### src/rtl/fifo_stream_reader_pkg.sv
// Shared types for the FIFO stream reader.
// Occupancy states double as the buffer level.
package fifo_stream_reader_pkg;

    typedef enum logic [1:0] {
        EMPTY = 2'd0,
        ONE   = 2'd1,
        TWO   = 2'd2
    } occ_t;

    function automatic logic [1:0] occ_level(occ_t s);
        return s;
    endfunction

endpackage

### src/rtl/fifo_stream_reader_if.sv
// Valid/ready stream with burst framing.
// master drives the word, slave returns ready.
interface fifo_stream_reader_if #(
    parameter int DATA_W = 32
) ();

    logic              m_valid;
    logic [DATA_W-1:0] m_data;
    logic              m_last;
    logic              m_ready;

    modport master (
        output m_valid,
        output m_data,
        output m_last,
        input  m_ready
    );

    modport slave (
        input  m_valid,
        input  m_data,
        input  m_last,
        output m_ready
    );

endinterface

### src/rtl/stream_skid_buf.sv
// Two-entry output buffer: out drives the stream, skid absorbs a stall.
// i_mark tags the newest word that stays buffered after this cycle.
module stream_skid_buf
    import fifo_stream_reader_pkg::*;
#(
    parameter int DATA_W = 32
) (
    input  logic              clk,
    input  logic              rst,
    input  logic              i_load,
    input  logic [DATA_W-1:0] i_data,
    input  logic              i_last,
    input  logic              i_pop,
    input  logic              i_mark,
    output logic              o_valid,
    output logic [DATA_W-1:0] o_data,
    output logic              o_last,
    output logic [1:0]        o_level
);

    typedef struct packed {
        logic [DATA_W-1:0] data;
        logic              last;
    } word_t;

    occ_t  r_state;
    occ_t  w_next;
    word_t r_out;
    word_t r_skid;
    word_t w_in;

    assign w_in = '{data: i_data, last: i_last};

    always_ff @(posedge clk) begin
        if (rst) r_state <= EMPTY;
        else     r_state <= w_next;
    end

    always_comb begin
        w_next = r_state;
        unique case (r_state)
            EMPTY: begin
                if (i_load) w_next = ONE;
            end
            ONE: begin
                if (i_load && !i_pop)      w_next = TWO;
                else if (!i_load && i_pop) w_next = EMPTY;
            end
            TWO: begin
                if (i_pop) w_next = ONE;
            end
            default: w_next = EMPTY;
        endcase
    end

    always_ff @(posedge clk) begin
        if (rst) begin
            r_out  <= '0;
            r_skid <= '0;
        end else begin
            case (r_state)
                EMPTY: begin
                    if (i_load) r_out <= w_in;
                end
                ONE: begin
                    if (i_load && i_pop)  r_out <= w_in;
                    else if (i_load)      r_skid <= w_in;
                    else if (!i_pop && i_mark)
                        r_out.last <= 1'b1;
                end
                TWO: begin
                    // skid slides forward, keeping any flush tag
                    if (i_pop) begin
                        r_out.data <= r_skid.data;
                        r_out.last <= r_skid.last | i_mark;
                    end else if (i_mark) begin
                        r_skid.last <= 1'b1;
                    end
                end
                default: ;
            endcase
        end
    end

    assign o_valid = (r_state != EMPTY);
    assign o_data  = r_out.data;
    assign o_last  = r_out.last;
    assign o_level = occ_level(r_state);

endmodule

### src/rtl/fifo_stream_reader.sv
// Drains an FWFT FIFO onto a framed valid/ready stream.
// Pops depend only on f_empty and registered state, never on m_ready.
module fifo_stream_reader
    import fifo_stream_reader_pkg::*;
#(
    parameter int DATA_W    = 32,
    parameter int BURST_LEN = 16,
    parameter int BEAT_W    = $clog2(BURST_LEN) + 1
) (
    input  logic                 clk,
    input  logic                 rst,
    input  logic                 f_empty,
    input  logic [DATA_W-1:0]    f_r_data,
    output logic                 f_r_req,
    fifo_stream_reader_if.master m,
    input  logic                 flush,
    output logic [1:0]           level,
    output logic [15:0]          burst_cnt
);

    localparam logic [BEAT_W-1:0] LP_BEAT_MAX =
        BEAT_W'(BURST_LEN - 1);

    logic [BEAT_W-1:0] r_beat;
    logic              r_flush_pend;
    logic [15:0]       r_burst;
    logic              w_load;
    logic              w_pop;
    logic              w_ld_last;
    logic              w_mark;
    logic              w_pend;

    assign f_r_req = ~rst & ~f_empty & (level != 2'd2);
    assign w_load  = f_r_req;
    assign w_pop   = m.m_valid & m.m_ready;

    assign w_ld_last = (r_beat == LP_BEAT_MAX) | flush | r_flush_pend;

    // A word leaving this cycle can no longer be tagged, so only a
    // word that remains buffered is eligible for the flush mark.
    assign w_mark = flush & ~w_load &
                    ((level == 2'd2) | ((level == 2'd1) & ~w_pop));
    assign w_pend = flush & ~w_load & ~w_mark & (r_beat != '0);

    always_ff @(posedge clk) begin
        if (rst) begin
            r_beat       <= '0;
            r_flush_pend <= 1'b0;
            r_burst      <= '0;
        end else begin
            if (w_load) begin
                if (w_ld_last) begin
                    r_beat       <= '0;
                    r_flush_pend <= 1'b0;
                end else begin
                    r_beat <= r_beat + BEAT_W'(1);
                end
            end else if (w_mark) begin
                r_beat <= '0;
            end else if (w_pend) begin
                r_flush_pend <= 1'b1;
            end
            if (w_pop && m.m_last) r_burst <= r_burst + 16'd1;
        end
    end

    stream_skid_buf #(
        .DATA_W(DATA_W)
    ) u_buf (
        .clk    (clk),
        .rst    (rst),
        .i_load (w_load),
        .i_data (f_r_data),
        .i_last (w_ld_last),
        .i_pop  (w_pop),
        .i_mark (w_mark),
        .o_valid(m.m_valid),
        .o_data (m.m_data),
        .o_last (m.m_last),
        .o_level(level)
    );

    assign burst_cnt = r_burst;

endmodule

### src/flat_wrapper.sv
// flat-port wrapper written by rule: the top's interface ports become plain ports
module fifo_stream_reader_flat import fifo_stream_reader_pkg::*;
#(
    parameter int DATA_W    = 32,
    parameter int BURST_LEN = 16,
    parameter int BEAT_W    = $clog2(BURST_LEN) + 1
)
  (clk, rst, f_empty, f_r_data, f_r_req, flush, level, burst_cnt, m_m_valid, m_m_data, m_m_last, m_m_ready);
  fifo_stream_reader_if #(.DATA_W(DATA_W)) m_i ();
  input  logic clk;
  input  logic rst;
  input  logic f_empty;
  input  logic [DATA_W-1:0] f_r_data;
  output logic f_r_req;
  input  logic flush;
  output logic [1:0] level;
  output logic [15:0] burst_cnt;
  output wire logic [$bits(m_i.m_valid)-1:0] m_m_valid;
  output wire logic [$bits(m_i.m_data)-1:0] m_m_data;
  output wire logic [$bits(m_i.m_last)-1:0] m_m_last;
  input wire logic [$bits(m_i.m_ready)-1:0] m_m_ready;
  assign m_m_valid = m_i.m_valid;
  assign m_m_data = m_i.m_data;
  assign m_m_last = m_i.m_last;
  assign m_i.m_ready = m_m_ready;
  fifo_stream_reader #(.DATA_W(DATA_W), .BURST_LEN(BURST_LEN), .BEAT_W(BEAT_W)) u_core (.clk(clk), .rst(rst), .f_empty(f_empty), .f_r_data(f_r_data), .f_r_req(f_r_req), .m(m_i), .flush(flush), .level(level), .burst_cnt(burst_cnt));
endmodule
### config.mk
export PLATFORM = sky130hd
export DESIGN_NAME = fifo_stream_reader_flat
export DESIGN_NICKNAME = d
export VERILOG_FILES = /design/src/rtl/fifo_stream_reader_pkg.sv /design/src/rtl/fifo_stream_reader_if.sv /design/src/rtl/stream_skid_buf.sv /design/src/rtl/fifo_stream_reader.sv /design/src/flat_wrapper.sv
export SDC_FILE = /design/constraint.sdc
export NUM_CORES = 1
export LEC_CHECK = 0
export ABC_AREA = 1
export BUFFER_PORTS_ARGS = -buffer_cell sky130_fd_sc_hd__buf_2
export CORE_MARGIN = 2
export CORE_UTILIZATION = 50
export DETAILED_ROUTE_END_ITERATION = 12
export PLACE_DENSITY = 0.74
export RECOVER_POWER = 25
export SYNTH_ARGS = -nofsm -noshare
export SYNTH_HDL_FRONTEND = slang
export SYNTH_SLANG_ARGS = --single-unit
### constraint.sdc
create_clock -name clk -period 5.85 [get_ports clk]
set_input_delay 0.2925 -clock clk [delete_from_list [all_inputs] [get_ports clk]]
set_output_delay 0.2925 -clock clk [all_outputs]
set_load 0.03 [all_outputs]
Word level (Yosys, flattened, before mapping). Index checks and enable logic that the tools add are counted.

Add/sub/neg operators: 2. Equal/unequal tests: 16. Multiplexer cells: 24. Bitwise logic cells: 18. Reductions and logical operators: 20.

Operator list (count): $pmux 33 s3 (1); $mux 33 (2); $mux 32 (1); $ne 2x2->1 const B (9); $add 16x1->16 const B (1); $mux 5 (3); $mux 1 (11); $reduce_and 5->1 (2); $ne 3x3->1 const B (3); $reduce_and 3->1 (3); $and 1x1->1 (8); $mux 2 (4); $reduce_bool 2->1 (4); $not 1->1 (6); $pmux 2 s3 (1); $add 5x1->5 const B (1); $eq 5x4->1 const B (1); $logic_and 1x1->1 (5); $reduce_bool 5->1 (1); $or 1x1->1 (4); $reduce_and 4->1 (1); $reduce_bool 3->1 (1); $eq 2x1->1 const B (1); $eq 2x2->1 const B (1); 4 further kinds (5).

Bits in registers: 90. Bits of input ports: 37. Output and inout port bits: 53. Word-level logic and storage cells: 88.

Depth between registers and ports, before layout. Gate-level depths: netlist (run 1).

Depth in word-level cells: 12. Depth in mapped cells: 13. Mapped depth without buffers: 13.

Modules after synthesis. Synthesis (run 1) repeated with hierarchy kept, for this count alone.

Cell total of the unflattened synthesis: 601. Area, all modules: 4227.8 um^2.

By module, submodules not included: stream_skid_buf (times used 1, cells each 436, area each 3090.5 um^2, seq. area each 1361.3 um^2); fifo_stream_reader (times used 1, cells each 165, area each 1137.3 um^2, seq. area each 440.4 um^2).

Worst setup path before layout (run 1). Ideal clock, no wire load.

Path type: register to register. Start point: reg u_core.u_buf.r_state[0] (netlist: u_core.u_buf.o_level[0]). End point: reg u_core.u_buf.r_skid[0] (netlist name). Library setup time: 0.117 ns. Arrival: 2.029 ns. Data required time: 5.733 ns. Slack: 3.704 ns. Stages on the path, launching flop included: 13. Path buffers: 1. Period minus slack after synthesis: 2.146 ns. Path through: dfxtp_1 -> inv_1 -> ha_1 -> inv_2 -> nand2_4 -> inv_2 -> ha_1 -> nor2_4 -> nand2_2 -> buf_4 -> o21ai_0 -> a21oi_1 -> nor2_1.

Elaborated cells on any way between the ends: 20. Classes of those cells: eq/ne: 7; mux: 1; bitwise: 8; reduce/logical: 4.

RTL lines: start: declaration (line stream_skid_buf.sv:26) `occ_t r_state;`; start signal: assignment (line stream_skid_buf.sv:36) `else r_state <= w_next;`; $ne 2x2->1 (*) (line fifo_stream_reader.sv:33) `assign f_r_req = ~rst & ~f_empty & (level != 2'd2);`; $and 1x1->1 (*) (line fifo_stream_reader.sv:33); via f_r_req (line flat_wrapper.sv:14) `output logic f_r_req;`; $not 1->1 (line fifo_stream_reader.sv:41) `assign w_mark = flush & ~w_load &`; $and 1x1->1 (2 in a row) (line fifo_stream_reader.sv:41); $ne 2x2->1 (no line); $reduce_and 5->1 (no line) (*); end signal: assignment (line stream_skid_buf.sv:67) `else if (i_load) r_skid <= w_in;`; end: declaration (line stream_skid_buf.sv:29) `word_t r_skid;`.

Mark *: on every way through the listed nets, which the timed path passes. The rest lies on a longest branch. A chain may end at the register's enable or synchronous reset.

Worst setup path in the final report (run 1).
Start point: reg u_core.u_buf.r_state[0] (netlist: u_core.u_buf.o_level[0]). End point: reg u_core.u_buf.r_skid[23] (netlist name).

Word-level cells in the longest chain between the ends: 5. Elaborated cells on any way between the ends: 8. Classes of those cells: eq/ne: 2; bitwise: 3; reduce/logical: 3.

Ends and longest elaborated chain: $ne 2x2->1 / $reduce_bool 2->1 (equally long branches) (line fifo_stream_reader.sv:33, stream_skid_buf.sv:85); $and 1x1->1, on equally long branches (line fifo_stream_reader.sv:33, fifo_stream_reader.sv:35); $logic_and 1x1->1 (line stream_skid_buf.sv:66) `if (i_load && i_pop) r_out <= w_in;`; $not 1->1 (no line); $reduce_and 3->1 (no line) (*).

Mark *: on every way between the ends. The rest lies on a longest branch, timed or not.

==> summary.md, run 1 <==
| Metric | Value |
|---|---|
| Status | `finished clean` |
| Syn Std Cell Area | `4190 sq um` |
| Ranking of synthesized cells by area | `dfxtp_1, o21ai_0, nor2_1` |
| Sum Neg Setup Slack | `0 ps` |
| Vias in the first global route | `3565` |
| Clock sink total | `90` |
| Area used by multi-input combinational logic | `1950 sq um` |
| Commonest cells in the synthesized netlist | `nor2_1, o21ai_0, dfxtp_1, nand2_1, inv_1` |
| RSZ-0062 raised after global routing | `false` |
| HPWL after DPL | `6.50 mm` |
| Row count | `33` |
| Leakage | `1.96 nW` |
| Post-synth top flop | `dfxtp_1` |
| Peak supply drop | `0.264 mV` |
| Util after Layout | `57.8%` |
| Clock Tree Buf Depth | `2` |
| Core ar. | `8180 sq um` |
| Mean Syn Cell Area | `7.23 sq um` |
| Gpl congestion | `0.860` |
| Fillers | `813` |
| Routed vias | `3909` |
| Clk_lat worst skew | `360 ps` |
| All-layer global routing usage | `21.8%` |
| Reg area | `1800 sq um` |
| Hold_buf cts | `0` |
| Largest net degree at the start of global routing | `78` |
| Fmax | `305 MHz` |
| Pre-antenna DRT Iters | `4` |
| Period utilization | `56.0%` |
| Yosys top cell area share | `43.0%` |
| Final hold viol count | `0` |
| Crit path DAT | `3490 ps` |
| Starting Density | `51.3%` |
| Vias per cell | `5.14` |
| Clock Tree Root | `clkbuf_8` |
| Initial antenna violation count | `0` |
| Worst Clk Skew | `9.87 ps` |
| IO buf count | `89` |
| Syn nets | `627` |
| Die X | `95.6 microns` |
| Total Wirelength | `9.56 mm` |
| Resized cells post-CTS | `0` |
| Gr ovfl total | `0` |
| Tightest Pin Transition | `1100 ps` |
| Die height | `95.6 microns` |
| Worst-path clk slew | `90 ps` |
| Layout cells sized above 1 | `14.2%` |
| Violation count after the first detailed-route iteration | `224` |
| Ports | `90` |
| Die area | `9140 sq um` |
| Critical Path Fanout Max | `67` |
| Total CTS buffers | `9` |
| Synth cell types | `36` |
| Post-route ant nets | `0` |
| Yosys warns | `0` |
| H-tree depth | `3` |
| Routed wire per std cell | `12.6 microns` |
| Final setup viols | `0` |
| P&R area growth vs syn | `12.6%` |
| Critical Path RT | `6060 ps` |
| EDFF count, synth | `0` |
| Fin. max-slew vios | `0` |
| Nets | `698` |
| Mapped Cells | `580` |
| Slew headroom | `26.8%` |
| Ys async rst share | `0%` |
| Hold Crit Class | `input pin to flop` |
| First-pass GRT wire length | `15.9 mm` |
| Crit path launch type | `flop` |
| N_diodes | `0` |
| Residual DRC | `0` |
| Setup Buffers After CTS | `0` |
| WS Path Type | `flop to flop` |
| Share of the yosys chip area belonging to registers | `43.0%` |
| TritonCTS clock tree | `yes` |
| Synth area leader | `dfxtp_1` |
| Worst Setup End Kind | `flop` |
| Tmin final | `3270 ps` |
| Yosys reg bits | `90` |
| PwrDens | `435 nW/um^2` |
| Max_cap viols | `0` |
-- power by group --
group,switching (W),internal [W]
Clock,0.000229,0.000168
Combinational,0.000645,0.000212
Sequential,0.0000651,0.000737
Total,0.000939,0.00112
-- metal layers --
metal | GRT usage [%] | part of all wire (%) | vias to the layer above
met3 | 3.72 | 4.5 | 16
met4 | 9.17 | 1.9 | 0
met2 | 36.6 | 47 | 85
li1 | - | - | 2025
met1 | 27.6 | 46 | 1783
met5 | 0 | 0 | -
-- flip-flops by register name (all words and copies together), names as in the netlist --
| signal | count |
|---|---|
| u_core.u_buf.o_data | 32 |
| u_core.r_flush_pend | 1 |
| u_core.burst_cnt | 16 |
| u_core.r_beat | 5 |
| u_core.u_buf.o_level | 2 |
| u_core.u_buf.o_last | 1 |
| u_core.u_buf.r_skid | 33 |
-- area by class of cell --
type                       instances  share of cell area (%)
inverter                          67                    5.38
clock buffer                      11                    2.99
timing repair buffer              89                    8.51
multi-input combinational        394                    41.4
clock inverter                     5                   0.821
sequential                        90                    38.2
tap                              105                    2.78
-- path summary, 6_finish.rpt --
path         cells after the start  slack [ps]                     from                 endpoint
max reg2reg                     10        2580  u_core.u_buf.o_level[0]  u_core.u_buf.r_skid[23]
max                             10        2580  u_core.u_buf.o_level[0]  u_core.u_buf.r_skid[23]
min reg2reg                      2         450  u_core.u_buf.r_skid[16]  u_core.u_buf.r_skid[16]
min                              3         190              f_r_data[0]   u_core.u_buf.r_skid[1]
-- cells by family after synthesis --
logic type / share of synthesized area, %
flops: 43.0
simple gates: 25.0
xor+xnor: 0.209
compound gates: 18.4
fa+ha+maj: 2.98
buf+inv: 10.5
-- worst max-delay path, stage by stage (launching register included) --
cell,delay [ps]
dfxtp_1,350
inv_1,90
ha_1,710
inv_2,170
nand2_4,140
inv_2,80
ha_1,230
nor2_4,200
nand2_2,600
o21ai_0,440
a21oi_1,70
-- metrics by stage --
| stage | cell area (sq um) | hold slack (ps) | setup slack, ps | cells | power (W) |
|---|---|---|---|---|---|
| 2_1_floorplan | 4190 | 369 | 3700 | 580 | 0.00152 |
| 3_3_place_gp | 4590 | 435 | 2820 | 745 | 0.00167 |
| 3_5_place_dp | 4590 | 441 | 2640 | 745 | 0.00169 |
| 4_1_cts | 4770 | 180 | 2610 | 761 | 0.00209 |
| 5_1_grt | 4720 | 190 | 2370 | 761 | 0.00220 |
| 6_report | 4720 | 186 | 2580 | 761 | 0.00206 |
-- placed cells by master, fill, tap and decap left out, drive strengths merged --
master,instances
nor2,100
nand2,72
a21o,1
a21oi,38
xor2,1
a31oi,1
nand3,48
nor3,6
buf,54
o21ai,108
clkinvlp,4
nor3b,2
nand3b,1
inv,68
o21a,2
ha,10
dfxtp,90
clkbuf,46
o211ai,1
nand4,2
or2,1
(Power assumes the default switching activity.)
==> inputs of run 2 (changes only) <==
CORE_UTILIZATION = 49   (was 50)
PLACE_DENSITY = 0.76   (was 0.74)
clock period = 2.94 ns   (was 5.85 ns; I/O delays follow)
==> summary.md, run 2 (synthesis results as in run 1) <==
| Metric | Value |
|---|---|
| Largest reg by FF count | `u_core.u_buf.r_skid` |
| Critical Path Slowest Stage Cell | `dfxtp_1` |
| Crit path DAT | `2620 ps` |
| Worst-path clk slew | `90 ps` |
| Final setup viols | `0` |
| Fin. max-slew vios | `0` |
| Layout cells sized above 1 | `15.0%` |
| Sequential cell fraction of total power | `37.2%` |
| Hold_buf cts | `0` |
| N_diodes | `0` |
| Int Power | `0.00241 W` |
| Slew headroom | `66.5%` |
| Final Non-Filler Cells | `766` |
| HPWL after DPL | `6.97 mm` |
| Max_cap viols | `0` |
| Die height | `96.5 microns` |
| Status | `finished clean` |
| All-layer global routing usage | `22.4%` |
| Clock Tree Root | `clkbuf_8` |
| Worst path top cell family by delay | `simple AND/OR/NAND/NOR gates` |
| Largest net degree at the start of global routing | `34` |
| CP Buf/Inv Count | `4` |
| Area used by multi-input combinational logic | `1950 sq um` |
| Residual DRC | `0` |
| Pre-antenna DRT Iters | `6` |
| Die area | `9320 sq um` |
| Critical Path Fanout Max | `30` |
| Nets | `704` |
| Fin area | `4820 sq um` |
| Die X | `96.5 microns` |
| Routed wire per std cell | `13.0 microns` |
| Clock Power Share | `21.9%` |
| Fmax | `420 MHz` |
| Violation count after the first detailed-route iteration | `160` |
| Switching power | `0.00188 W` |
| Worst Setup End Kind | `flop` |
| Gpl congestion | `0.917` |
| Hold Crit Class | `input pin to flop` |
| Commonest non-fill, non-tap cells in the layout | `nor2_1, o21ai_0, dfxtp_1` |
| Sw frac | `43.8%` |
| Final hold viol count | `0` |
| RSZ-0062 raised after global routing | `false` |
| Total Wirelength | `9.94 mm` |
| WS Path Type | `flop to flop` |
| Peak supply drop | `0.410 mV` |
| Clock sink total | `90` |
| Worst Clk Skew | `12.9 ps` |
| IO buf count | `89` |
| Vias in the first global route | `3784` |
| Row count | `33` |
| Starting Density | `50.8%` |
| Ports | `90` |
| Leakage | `2.03 nW` |
| CP Cell Sequence | `inv_1 -> ha_1 -> inv_2 -> nand2_1 -> inv_1 -> ha_1 -> nor2_4 -> nand2_2 -> buf_12 -> o21ai_0 -> a21oi_1` |
| Crit path launch type | `flop` |
| Period utilization | `80.9%` |
| Initial antenna violation count | `0` |
| Setup WS post-layout | `562 ps` |
| Min Hold Slack | `40.3 ps` |
| H-tree depth | `3` |
| Vias per cell | `5.15` |
| Clock Tree Buf Depth | `2` |
| P&R area growth vs syn | `15.0%` |
| Tmin final | `2380 ps` |
| Dpl cell area | `4640 sq um` |
| CP max stage delay | `350 ps` |
| Routed vias | `3942` |
| Critical Path RT | `3190 ps` |
| Combinational power share | `40.9%` |
| Pre-CTS setup slack | `614 ps` |
| PwrDens | `889 nW/um^2` |
| Post-route ant nets | `0` |
| TritonCTS clock tree | `yes` |
| Setup Buffers After CTS | `0` |
| Resized cells post-CTS | `0` |
| First-pass GRT wire length | `16.5 mm` |
| Tightest Pin Transition | `501 ps` |
| Sum Neg Setup Slack | `0 ps` |
| Reg area | `1800 sq um` |
| Post-Place Cells | `751` |
| Gr ovfl total | `0` |
| Max reg flops | `33` |
| Core ar. | `8260 sq um` |
| Clk_lat worst skew | `350 ps` |
| Fillers | `798` |
| Total CTS buffers | `9` |
## run 2: changes by cell type in the layout (fill, tap and decap cells not counted)
cell        before  now
buf_4            0    5
clkinvlp_4       4    1
bufinv_16        0    2
buf_12           0    1
clkbuf_1        36   35
clkinv_4         0    1
inv_6            1    0
inv_8            0    1
## run 2: per-layer routing
layer  track usage (%)  wire (microns)  vias up  part of all wire [%]
met5                 0               0        -                     0
met4              8.10             160        0                   1.6
met3              4.73             475       13                   4.8
met2              39.8            4890      107                    49
met1              26.6            4410     1791                    44
li1                  -               -     2031                     -
## run 2: path summary, 6_finish.rpt
check                                        startpoint                 endpoint  slack, ps  depth (start not counted)
worst min register to register  u_core.u_buf.r_skid[24]  u_core.u_buf.r_skid[24]        450                          2
worst min-delay path                       f_r_data[29]  u_core.u_buf.r_skid[30]         40                          3
worst max-delay path            u_core.u_buf.o_level[1]  u_core.u_buf.r_skid[17]        560                         11
worst max register to register  u_core.u_buf.o_level[1]  u_core.u_buf.r_skid[17]        560                         11
## run 2: final cells by class
type                       count  share of cell area [%]
inverter                      67                    5.26
timing repair buffer          95                    9.52
multi-input combinational    394                    40.5
clock buffer                  10                    2.85
clock inverter                 5                    1.82
sequential                    90                    37.3
tap                          105                    2.72
## run 2: worst register-to-register path: cells and delay by family (launching register included)
kind,cells,cell delay (ps)
buffers and inverters,4,560
AND/OR/NAND/NOR,3,710
AO/OA/AOI/OAI,2,260
adder cells (fa/ha/maj),2,400
flip-flops,1,350
## run 2: power by group through the flow
| stage | Sequential, W | Combinational [W] | Clock, W |
|---|---|---|---|
| floorplan | 0.00193 | 0.00110 | 0 |
| global placement | 0.00161 | 0.00176 | 0 |
| detailed placement | 0.00162 | 0.00180 | 0 |
| CTS | 0.00159 | 0.00180 | 0.000962 |
| global route | 0.00162 | 0.00196 | 0.00101 |
| finish | 0.00160 | 0.00175 | 0.000938 |
## run 2: metrics by stage
stage,utilization (%),power [W]
after global routing,58.4,0.00459
after global placement,56.2,0.00337
after CTS,59.0,0.00436
after detailed placement,56.2,0.00341
after floorplan,-,0.00303
final,58.4,0.00429
==> inputs of run 3 (changes only) <==
CORE_UTILIZATION = 50   (was 49)
PLACE_DENSITY = 0.74   (was 0.76)
clock period = 2.2 ns   (was 2.94 ns; I/O delays follow)
==> summary.md, run 3 (synthesis results as in run 1) <==
| Metric | Value |
|---|---|
| Slew headroom | `72.4%` |
| Max reg flops | `33` |
| Power after layout | `0.00578 W` |
| Gr ovfl total | `0` |
| Routed vias | `4021` |
| Total Wirelength | `9.92 mm` |
| All-layer global routing usage | `22.5%` |
| Status | `finished clean` |
| P&R area growth vs syn | `17.1%` |
| Fillers | `789` |
| Die height | `95.6 microns` |
| Starting Density | `51.3%` |
| Clk_lat worst skew | `360 ps` |
| Tmin final | `1980 ps` |
| Reg area | `1800 sq um` |
| Clock Tree Buf Depth | `2` |
| Post-Place Cells | `753` |
| Fin. max-slew vios | `0` |
| Crit path DAT | `2230 ps` |
| Area used by multi-input combinational logic | `1950 sq um` |
| Leakage | `2.07 nW` |
| Gpl congestion | `0.832` |
| PwrDens | `1180 nW/um^2` |
| Max_cap viols | `0` |
| Ports | `90` |
| Post-route ant nets | `0` |
| Layout cells sized above 1 | `15.2%` |
| Tightest Pin Transition | `413 ps` |
| Commonest non-fill, non-tap cells in the layout | `nor2_1, o21ai_0, dfxtp_1` |
| Pre-antenna DRT Iters | `4` |
| Util after Layout | `60.1%` |
| Vias per cell | `5.20` |
| Row count | `33` |
| Largest reg by FF count | `u_core.u_buf.r_skid` |
| N_diodes | `0` |
| HPWL after DPL | `6.79 mm` |
| First-pass GRT wire length | `16.4 mm` |
| Clock sink total | `90` |
| Vias in the first global route | `3642` |
| H-tree depth | `3` |
| IO buf count | `89` |
| Die X | `95.6 microns` |
| Largest net degree at the start of global routing | `43` |
| Total CTS buffers | `9` |
| Critical Path RT | `2450 ps` |
| Worst Clk Skew | `6.64 ps` |
| TritonCTS clock tree | `yes` |
| Critical Path Slowest Stage Cell | `dfxtp_1` |
| Fmax | `505 MHz` |
| Final hold viol count | `0` |
| Sum Neg Setup Slack | `0 ps` |
| Initial antenna violation count | `0` |
| Peak supply drop | `0.762 mV` |
| Residual DRC | `0` |
| Routed wire per std cell | `12.8 microns` |
| CP max stage delay | `350 ps` |
| CP Cell Sequence | `inv_1 -> ha_1 -> inv_2 -> nand2_1 -> inv_1 -> ha_1 -> nor2_4 -> nand2_2 -> buf_6 -> o21ai_0 -> a21oi_1` |
| Critical Path Fanout Max | `28` |
| Hold Crit Class | `input pin to flop` |
| Die area | `9140 sq um` |
| Crit path launch type | `flop` |
| Clock Tree Root | `clkbuf_8` |
| Violation count after the first detailed-route iteration | `242` |
| Worst Setup End Kind | `flop` |
| WS Path Type | `flop to flop` |
| Period utilization | `90.0%` |
| Worst-path clk slew | `90 ps` |
| Setup Buffers After CTS | `0` |
| Final setup viols | `0` |
| Core ar. | `8180 sq um` |
| Nets | `711` |
| Final Non-Filler Cells | `774` |
==> run 3: cell type report <==
type / instances / share of cell area, %
Clock buffer: 10 / 2.80
Multi-Input combinational cell: 394 / 39.8
Timing Repair Buffer: 102 / 11.1
Inverter: 67 / 5.17
Clock inverter: 6 / 1.83
Sequential cell: 90 / 36.7
Tap cell: 105 / 2.67
==> run 3: power breakdown <==
group	internal (W)	switching (W)	leakage (nW)	total (W)
Sequential	0.00196	0.000179	0.736	0.00214
Clock	0.000673	0.000585	0.112	0.00126
Combinational	0.000647	0.00174	1.22	0.00238
==> run 3: final timing paths <==
| check | start | endpoint | slack (ps) | cells after the start |
|---|---|---|---|---|
| max reg2reg | u_core.u_buf.o_level[0] | u_core.u_buf.r_skid[19] | 220 | 11 |
| min reg2reg | u_core.u_buf.r_skid[25] | u_core.u_buf.r_skid[25] | 450 | 2 |
| min | f_r_data[27] | u_core.u_buf.r_skid[28] | 20 | 3 |
| max | u_core.u_buf.o_level[0] | u_core.u_buf.r_skid[19] | 220 | 11 |
==> run 3: through the flow <==
stage | instance area [sq um] | setup WS [ps] | hold slack (ps)
2_1_floorplan | 4190 | 53.8 | 186
3_5_place_dp | 4670 | 193 | 373
5_1_grt | 4910 | -0.151 | 21.8
6_report | 4910 | 219 | 15.8
3_3_place_gp | 4670 | 231 | 373
4_1_cts | 4950 | 152 | 0.0350
==> run 3: layer usage <==
metal	GRT usage, %	vias up	part of all wire, %
met5	0	-	0
met4	8.21	0	1.7
met3	3.95	16	5.1
met2	37.6	106	47
met1	29.0	1853	47
li1	-	2046	-
==> run 3: repair_timing <==
item / 4_1_cts / 5_1_grt
hold endpoints to repair: 5 / 0
hold buffers: 5 / 0
resized for setup: 0 / 2
setup endpoints to repair: 0 / 20
==> run 3: critical path: cells and delay by family (launching register included) <==
kind,cells,cell delay (ps)
AND/OR/NAND/NOR,3,470
buffers and inverters,4,430
adder cells (fa/ha/maj),2,380
flip-flops,1,350
AO/OA/AOI/OAI,2,230
